`src/rtl/cc_pkg.sv`:
```
// Shared cache-controller definitions: bus widths, beat geometry and the
// serializer state encoding.
package cc_pkg;

   localparam int CC_DATA_W = 64;
   localparam int CC_LINE_W = 512;
   localparam int CC_BEATS  = 8;
   localparam int CC_OFF_W  = 3;
   localparam int CC_RESP_W = CC_LINE_W + CC_OFF_W;

   typedef enum logic {
      S_IDLE,
      S_SEND
   } cc_state_e;

   // Critical-word-first position; the 3-bit sum wraps naturally around the line.
   function automatic logic [CC_OFF_W-1:0] cc_beat_ptr(
      input logic [CC_OFF_W-1:0] offset,
      input logic [CC_OFF_W-1:0] cnt
   );
      return offset + cnt;
   endfunction

endpackage

```
`src/rtl/cc_line_serializer.sv`:
```
// Read-response serializer: pops a 512-bit line plus start offset from a
// show-ahead FIFO and streams it as eight wrap-ordered beats on AXI R.
module cc_line_serializer
   import cc_pkg::*;
#(
   parameter int DATA_W = CC_DATA_W,
   parameter int BEATS  = CC_BEATS,
   parameter int OFF_W  = CC_OFF_W
) (
   input  logic                          clk,
   input  logic                          rst_n,
   input  logic                          resp_fifo_empty_i,
   input  logic [DATA_W*BEATS+OFF_W-1:0] resp_fifo_rdata_i,
   output logic                          resp_fifo_rden_o,
   output logic [DATA_W-1:0]             rdata_o,
   output logic                          rlast_o,
   output logic                          rvalid_o,
   input  logic                          rready_i
);

   localparam int LINE_W = DATA_W * BEATS;
   localparam logic [OFF_W-1:0] LAST_CNT = OFF_W'(BEATS - 1);

   cc_state_e          state_q, state_d;
   logic [LINE_W-1:0]  line_q, line_d;
   logic [OFF_W-1:0]   offset_q, offset_d;
   logic [OFF_W-1:0]   cnt_q, cnt_d;
   logic               pop;
   logic [OFF_W-1:0]   ptr;
   logic [DATA_W-1:0]  beat_words [BEATS];

   // State register
   always_ff @(posedge clk) begin
      if (!rst_n) begin
         state_q  <= S_IDLE;
         line_q   <= '0;
         offset_q <= '0;
         cnt_q    <= '0;
      end else begin
         state_q  <= state_d;
         line_q   <= line_d;
         offset_q <= offset_d;
         cnt_q    <= cnt_d;
      end
   end

   // Next-state logic; the pop strobe rides along since it shares the load decision.
   always_comb begin
      state_d  = state_q;
      line_d   = line_q;
      offset_d = offset_q;
      cnt_d    = cnt_q;
      pop      = 1'b0;
      case (state_q)
         S_IDLE: begin
            if (!resp_fifo_empty_i) begin
               pop     = 1'b1;
               state_d = S_SEND;
            end
         end
         S_SEND: begin
            if (rready_i) begin
               if (cnt_q != LAST_CNT) begin
                  cnt_d = cnt_q + 1'b1;
               end else if (!resp_fifo_empty_i) begin
                  pop = 1'b1;
               end else begin
                  state_d = S_IDLE;
               end
            end
         end
         default: state_d = S_IDLE;
      endcase
      if (pop) begin
         line_d   = resp_fifo_rdata_i[LINE_W-1:0];
         offset_d = resp_fifo_rdata_i[LINE_W+OFF_W-1:LINE_W];
         cnt_d    = '0;
      end
   end

   assign resp_fifo_rden_o = pop & rst_n;

   for (genvar gi = 0; gi < BEATS; gi++) begin : g_words
      assign beat_words[gi] = line_q[gi*DATA_W +: DATA_W];
   end

   assign ptr = cc_beat_ptr(offset_q, cnt_q);

   // Output logic: registered state only, so rready_i never reaches the R payload.
   always_comb begin
      rvalid_o = (state_q == S_SEND);
      rlast_o  = (state_q == S_SEND) && (cnt_q == LAST_CNT);
      rdata_o  = beat_words[ptr];
   end

endmodule

```
`config.mk`:
```
export PLATFORM = sky130hd
export DESIGN_NAME = cc_line_serializer
export DESIGN_NICKNAME = d
export VERILOG_FILES = /design/src/rtl/cc_pkg.sv /design/src/rtl/cc_line_serializer.sv
export SDC_FILE = /design/constraint.sdc
export NUM_CORES = 1
export LEC_CHECK = 0
export BUFFER_PORTS_ARGS = -buffer_cell sky130_fd_sc_hd__buf_4
export CORE_AREA = 8 8 220 222
export DETAILED_ROUTE_END_ITERATION = 8
export DIE_AREA = 0 0 228 230
export PLACE_DENSITY = 0.71
export SYNTH_ARGS = -nofsm -noshare
export SYNTH_HDL_FRONTEND = slang
export SYNTH_SLANG_ARGS = --single-unit
```
`constraint.sdc`:
```
create_clock -name clk -period 2.2 [get_ports clk]
set_input_delay 0.11 -clock clk [delete_from_list [all_inputs] [get_ports clk]]
set_output_delay 0.11 -clock clk [all_outputs]
set_load 0.01 [all_outputs]
```
* Word-level counts from Yosys, hierarchy flattened
Index checks and enable logic that the tools add are counted.
** Storage, ports and cells
- Flip-flop bits (word level) :: 519
- Bits of input ports :: 519
- Output and inout port bits :: 67
** Operators by class
- Add/subtract/negate cells :: 2
- $lt $le $gt $ge :: 1
- Equal/unequal tests :: 2
- Multiplexer cells :: 10
- Bitwise gates (word level) :: 4
- Reductions and logical operators :: 3
** Operators by type and width (count)
- $bmux 64 s3 :: 1
- $mux 64 :: 2
- $mux 1 :: 5
- $ge 4x4->1 const B :: 1
- $not 3->4 :: 1
- $pmux 1 s2 :: 2
- $add 3x1->3 const B :: 1
- $add 3x3->3 :: 1
- $eq 3x3->1 const B :: 1
- $ne 3x3->1 const B :: 1
- $reduce_and 3->1 :: 1
- $not 1->1 :: 2
- $reduce_or 2->1 :: 1
- $and 1x1->1 :: 1
- $logic_and 1x1->1 :: 1

* Longest topological paths before layout
- Word-level depth :: 5
- Gate-level depth with buffers :: 8
- Depth with buffers taken out :: 6

* Worst setup path after synthesis
OpenSTA, ideal clock, no wires.
- Path kind :: reg-to-output
- Start :: register cnt_q[0]
- End :: output rdata_o[30]
- Arrival time :: 2.285 ns
- Setup slack :: -0.195 ns
- Stages on the path, launching flop included :: 8
- Path buffers :: 2
- Cells stage by stage :: dfxtp_1 > ha_1 > inv_1 > fa_1 > buf_6 > buf_2 > mux4_2 > mux2_4
** On the way
- Cells in the longest elaborated chain, start to end :: 5
** RTL lines
- start: declaration :: RTL line cc_line_serializer.sv:27 : logic [OFF_W-1:0] cnt_q, cnt_d;
- start signal: assignment :: RTL line cc_line_serializer.sv:43 : cnt_q <= cnt_d;
- $add 3x3->3 :: RTL line cc_pkg.sv:21 : return offset + cnt;
- $not 3->4 (implied by the code) :: RTL line cc_line_serializer.sv:93 : rdata_o = beat_words[ptr];
- $bmux 64 s3 :: RTL line cc_line_serializer.sv:93
- $mux 64 (implied by the code) (2 in a row) :: RTL line cc_line_serializer.sv:93
- end: declaration :: RTL line cc_line_serializer.sv:15 : output logic [DATA_W-1:0] rdata_o,
No other way between the ends. The select of a mux whose other input is x is not followed.

* Worst setup path in the final report
- Start :: register offset_q[0]
- End :: output rdata_o[43]
** On the way
- Cells in the longest elaborated chain, start to end :: 5
** RTL lines
- start: declaration :: RTL line cc_line_serializer.sv:26 : logic [OFF_W-1:0] offset_q, offset_d;
- start signal: assignment :: RTL line cc_line_serializer.sv:42 : offset_q <= offset_d;
- $add 3x3->3 :: RTL line cc_pkg.sv:21
- $not 3->4 (implied by the code) :: RTL line cc_line_serializer.sv:93
- $bmux 64 s3 :: RTL line cc_line_serializer.sv:93
- $mux 64 (implied by the code) (2 in a row) :: RTL line cc_line_serializer.sv:93
No other way between the ends. The select of a mux whose other input is x is not followed.

==> flow_summary.ini <==
[sta]
slew_headroom_pct = 67.3
clock_skew_ps = 11.6
rsz0062_at_grt = yes
drv_slew = 0
finalCritPeriodShare_pct = 149
setup_violations = 64
period_needed_ps = 3270
fmax_mhz = 306
tightest_slew_ps = 486
hold_viol_final = 0
hold_slack_ps = 135
finalWorstSetupSlack_ps = -1070

[final_layout]
area.growth.synth_to_final_pct = 68.0
fin_cells = 3177
nets = 3030
post_route_cells_drive_above_1_share_pct = 38.4

[synthesis]
synth_edf_count = 0
async_flop_share_pct = 0
yosys_warnings = 0
syn_nets = 1920
synthDistinctLibCells = 23
ys.flop_type = dfxtp_1
synthesis.area_sq_um = 19700
synth.ff_latch_count = 519
yosys-top-cells-count = dfxtp_1 (519), a22o_1 (515), mux4_2 (128)
synth.most_common_cell = dfxtp_1
synth_top_area_share_pct = 52.7
seq_area_frac_synth_pct = 52.7
synthTopCellsByArea = dfxtp_1 (53%), a22o_1 (23%), mux4_2 (15%)
synth_area_leader_cell = dfxtp_1
syn-instance-count = 1397
syn_avg_cell_area_sq_um = 14.1

[critical_path]
worstPathArrival_ps = 3160
crit_fanout = 8
critPathTopFamily = adder cells
reg2reg_to = line_q[141]
crit_slowest_cell = fa_4
endpoint_kind = output pin
cp-startpoint = offset_q[0]
critPathCapture = rdata_o[43]
reg2reg_from = cnt_q[0]
r2r_slack_ps = 90
critPathLaunchType = flop
worst-path-stages = 8
reg2reg_depth = 9
required_ps = 2090
path_buf_inv = 4
crit_chain = ha_4 > inv_2 > fa_4 > buf_8 > buf_16 > mux4_2 > mux2_4 > buf_6
crit_type = flop to output pin
cp_slowest_stage_delay_ps = 800

[grt]
grt_pass1_vias = 20582
grt_overflow = 0
grt_max_degree = 70
grt_pass1_wl_mm = 128
track_usage_pct = 31.2
antenna_found_initial = 19

[detailed_routing]
drt-initial-drc-count = 1779
wire_per_inst_um = 27.4
final_antenna_net_count = 0
route.detailed.drc = 0
drt-total-wl_mm = 87.1
post_drt_via_cell_ratio = 5.96
vias = 18949
drt_first_pass_iters = 5

[floorplanning]
fp.dieH_um = 230
initial_utilization_pct = 43.9
die_w_um = 228
dieArea_sq_um = 52400
ioPinCount = 586
core_area_sq_um = 44900
num_rows = 78

[hold_path]
hold_path.class = input port to flop

[clocking]
cts_made_buffers = 53
clkLatencyLatePin_ps = 600
cts_buffer_depth = 3
clk_pin_slew_worst_paths_ps = 60
clock-sinks = 519
cts_tree = yes
cts-root-buf = clkbuf_16
htree_num_levels = 2

[power_and_ir_drop]
irDropWorstVdd_v = 0.000799
intPower_uw = 18300
p_per_area_nw_per_um2 = 741
p_leak_uw = 0.0141
seq_power_share_pct = 42.3
p_sw_share_pct = 25.3
power_frac_comb_pct = 18.9
pwr-share-clk_pct = 38.7
p_sw_uw = 6200

[placed_design]
place.port_buffers = 585
hpwl_mm = 47.7
place_inst = 2497
gp_congestion = 0.894

[job]
drv_cap = 0

[run_status]
status = finished, violations left
failed_checks = setup timing
-- layout by cell type (no fill, tap or decap), drive strengths merged --
| cell type | instances |
|---|---|
| a21boi | 1 |
| a22o | 515 |
| and2 | 1 |
| buf | 683 |
| bufbuf | 1 |
| bufinv | 5 |
| clkbuf | 74 |
| clkinv | 15 |
| clkinvlp | 4 |
| dfxtp | 519 |
| diode | 25 |
| dlygate4sd3 | 518 |
| fa | 1 |
| ha | 3 |
| inv | 7 |
| mux2 | 64 |
| mux2i | 2 |
| mux4 | 128 |
| nand3b | 1 |
| nor2 | 3 |
| nor3b | 1 |
| o21a | 2 |
| o21ai | 1 |
| xnor2 | 1 |
| xor2 | 2 |
-- metal layers --
layer  GRT usage, %  up-vias  part of all wire, %
li1               -     7897                    -
met1           34.3     9311                   35
met2           53.8     1373                   50
met3           8.40      368                  8.8
met4           18.3        0                  6.2
met5              0        -                    0
-- sequential cells by signal, summed over array words and instances, names as in the netlist --
name and cells:
offset_q 3, line_q 512, cnt_q 3, rvalid_o 1
-- repair_timing --
action | 4_1_cts | 5_1_grt
setup buffers | 27 | 3
gates cloned | 11 | 1
pin swaps | 4 | 3
resized for setup | 97 | 25
endpoints found under the hold margin | 519 | 0
hold buffers | 518 | 0
setup endpoints to repair | 66 | 97
-- cell type report --
class / instances / area (sq um)
clock inverters: 27 / 285
flip-flops and latches: 519 / 10400
clock buffers: 73 / 1530
repair buffers: 1203 / 11400
well taps: 600 / 751
diodes: 25 / 62.6
fillers: 2439 / 11800
inverters: 4 / 15.0
multi-input cells: 726 / 8620
-- worst min-delay path by stage --
stage / slack [ps] / cells after the start / to / startpoint
2_1_floorplan: 230 / 1 / rvalid_o / rst_n
3_3_place_gp: 330 / 2 / line_q[373] / resp_fifo_rdata_i[373]
3_5_place_dp: 330 / 2 / line_q[316] / resp_fifo_rdata_i[316]
4_1_cts: 80 / 4 / cnt_q[2] / rready_i
5_1_grt: 110 / 4 / cnt_q[2] / rready_i
6_report: 130 / 4 / cnt_q[2] / rready_i
-- logic make-up after synthesis --
kind of cell / after synthesis / share of synthesized area (%)
buffers and inverters: 152 / 3.94
muxes: 194 / 19.5
xor gates and xnor gates: 3 / 0.267
DFF: 519 / 52.7
AOI/OAI and AO/OA: 519 / 23.0
and+or+nand+nor: 6 / 0.191
adders and majority gates: 4 / 0.292
-- worst register-to-register path, cell delays in order (launching register included) --
cell and delay, ps:
dfxtp_2 330, buf_4 150, ha_4 160, ha_4 170, a21boi_4 170, buf_4 150, o21a_4 180, buf_12 220
buf_4 330, a22o_1 200
-- power groups by stage --
stage | Sequential, uW | Clock [uW] | Combinational, uW
floorplan | 10400 | 0 | 1830
detailed placement | 10500 | 0 | 3330
CTS | 10300 | 9440 | 4430
global route | 10400 | 9950 | 4810
global placement | 10500 | 0 | 3280
finish | 10400 | 9500 | 4640
-- metrics by stage --
stage | setup TNS [ps] | utilization, % | setup WS [ps] | instance area [sq um] | total power [uW]
floorplan | 0 | - | 2.39 | 19800 | 12200
global placement | -26230 | 55.9 | -474 | 25100 | 13800
detailed placement | -27940 | 55.9 | -506 | 25100 | 13800
CTS | -70180 | 73.5 | -1160 | 33000 | 24200
global route | -69050 | 73.7 | -1150 | 33100 | 25200
finish | -64060 | 73.7 | -1070 | 33100 | 24500
Note: power is estimated with default switching activity, not from simulation.
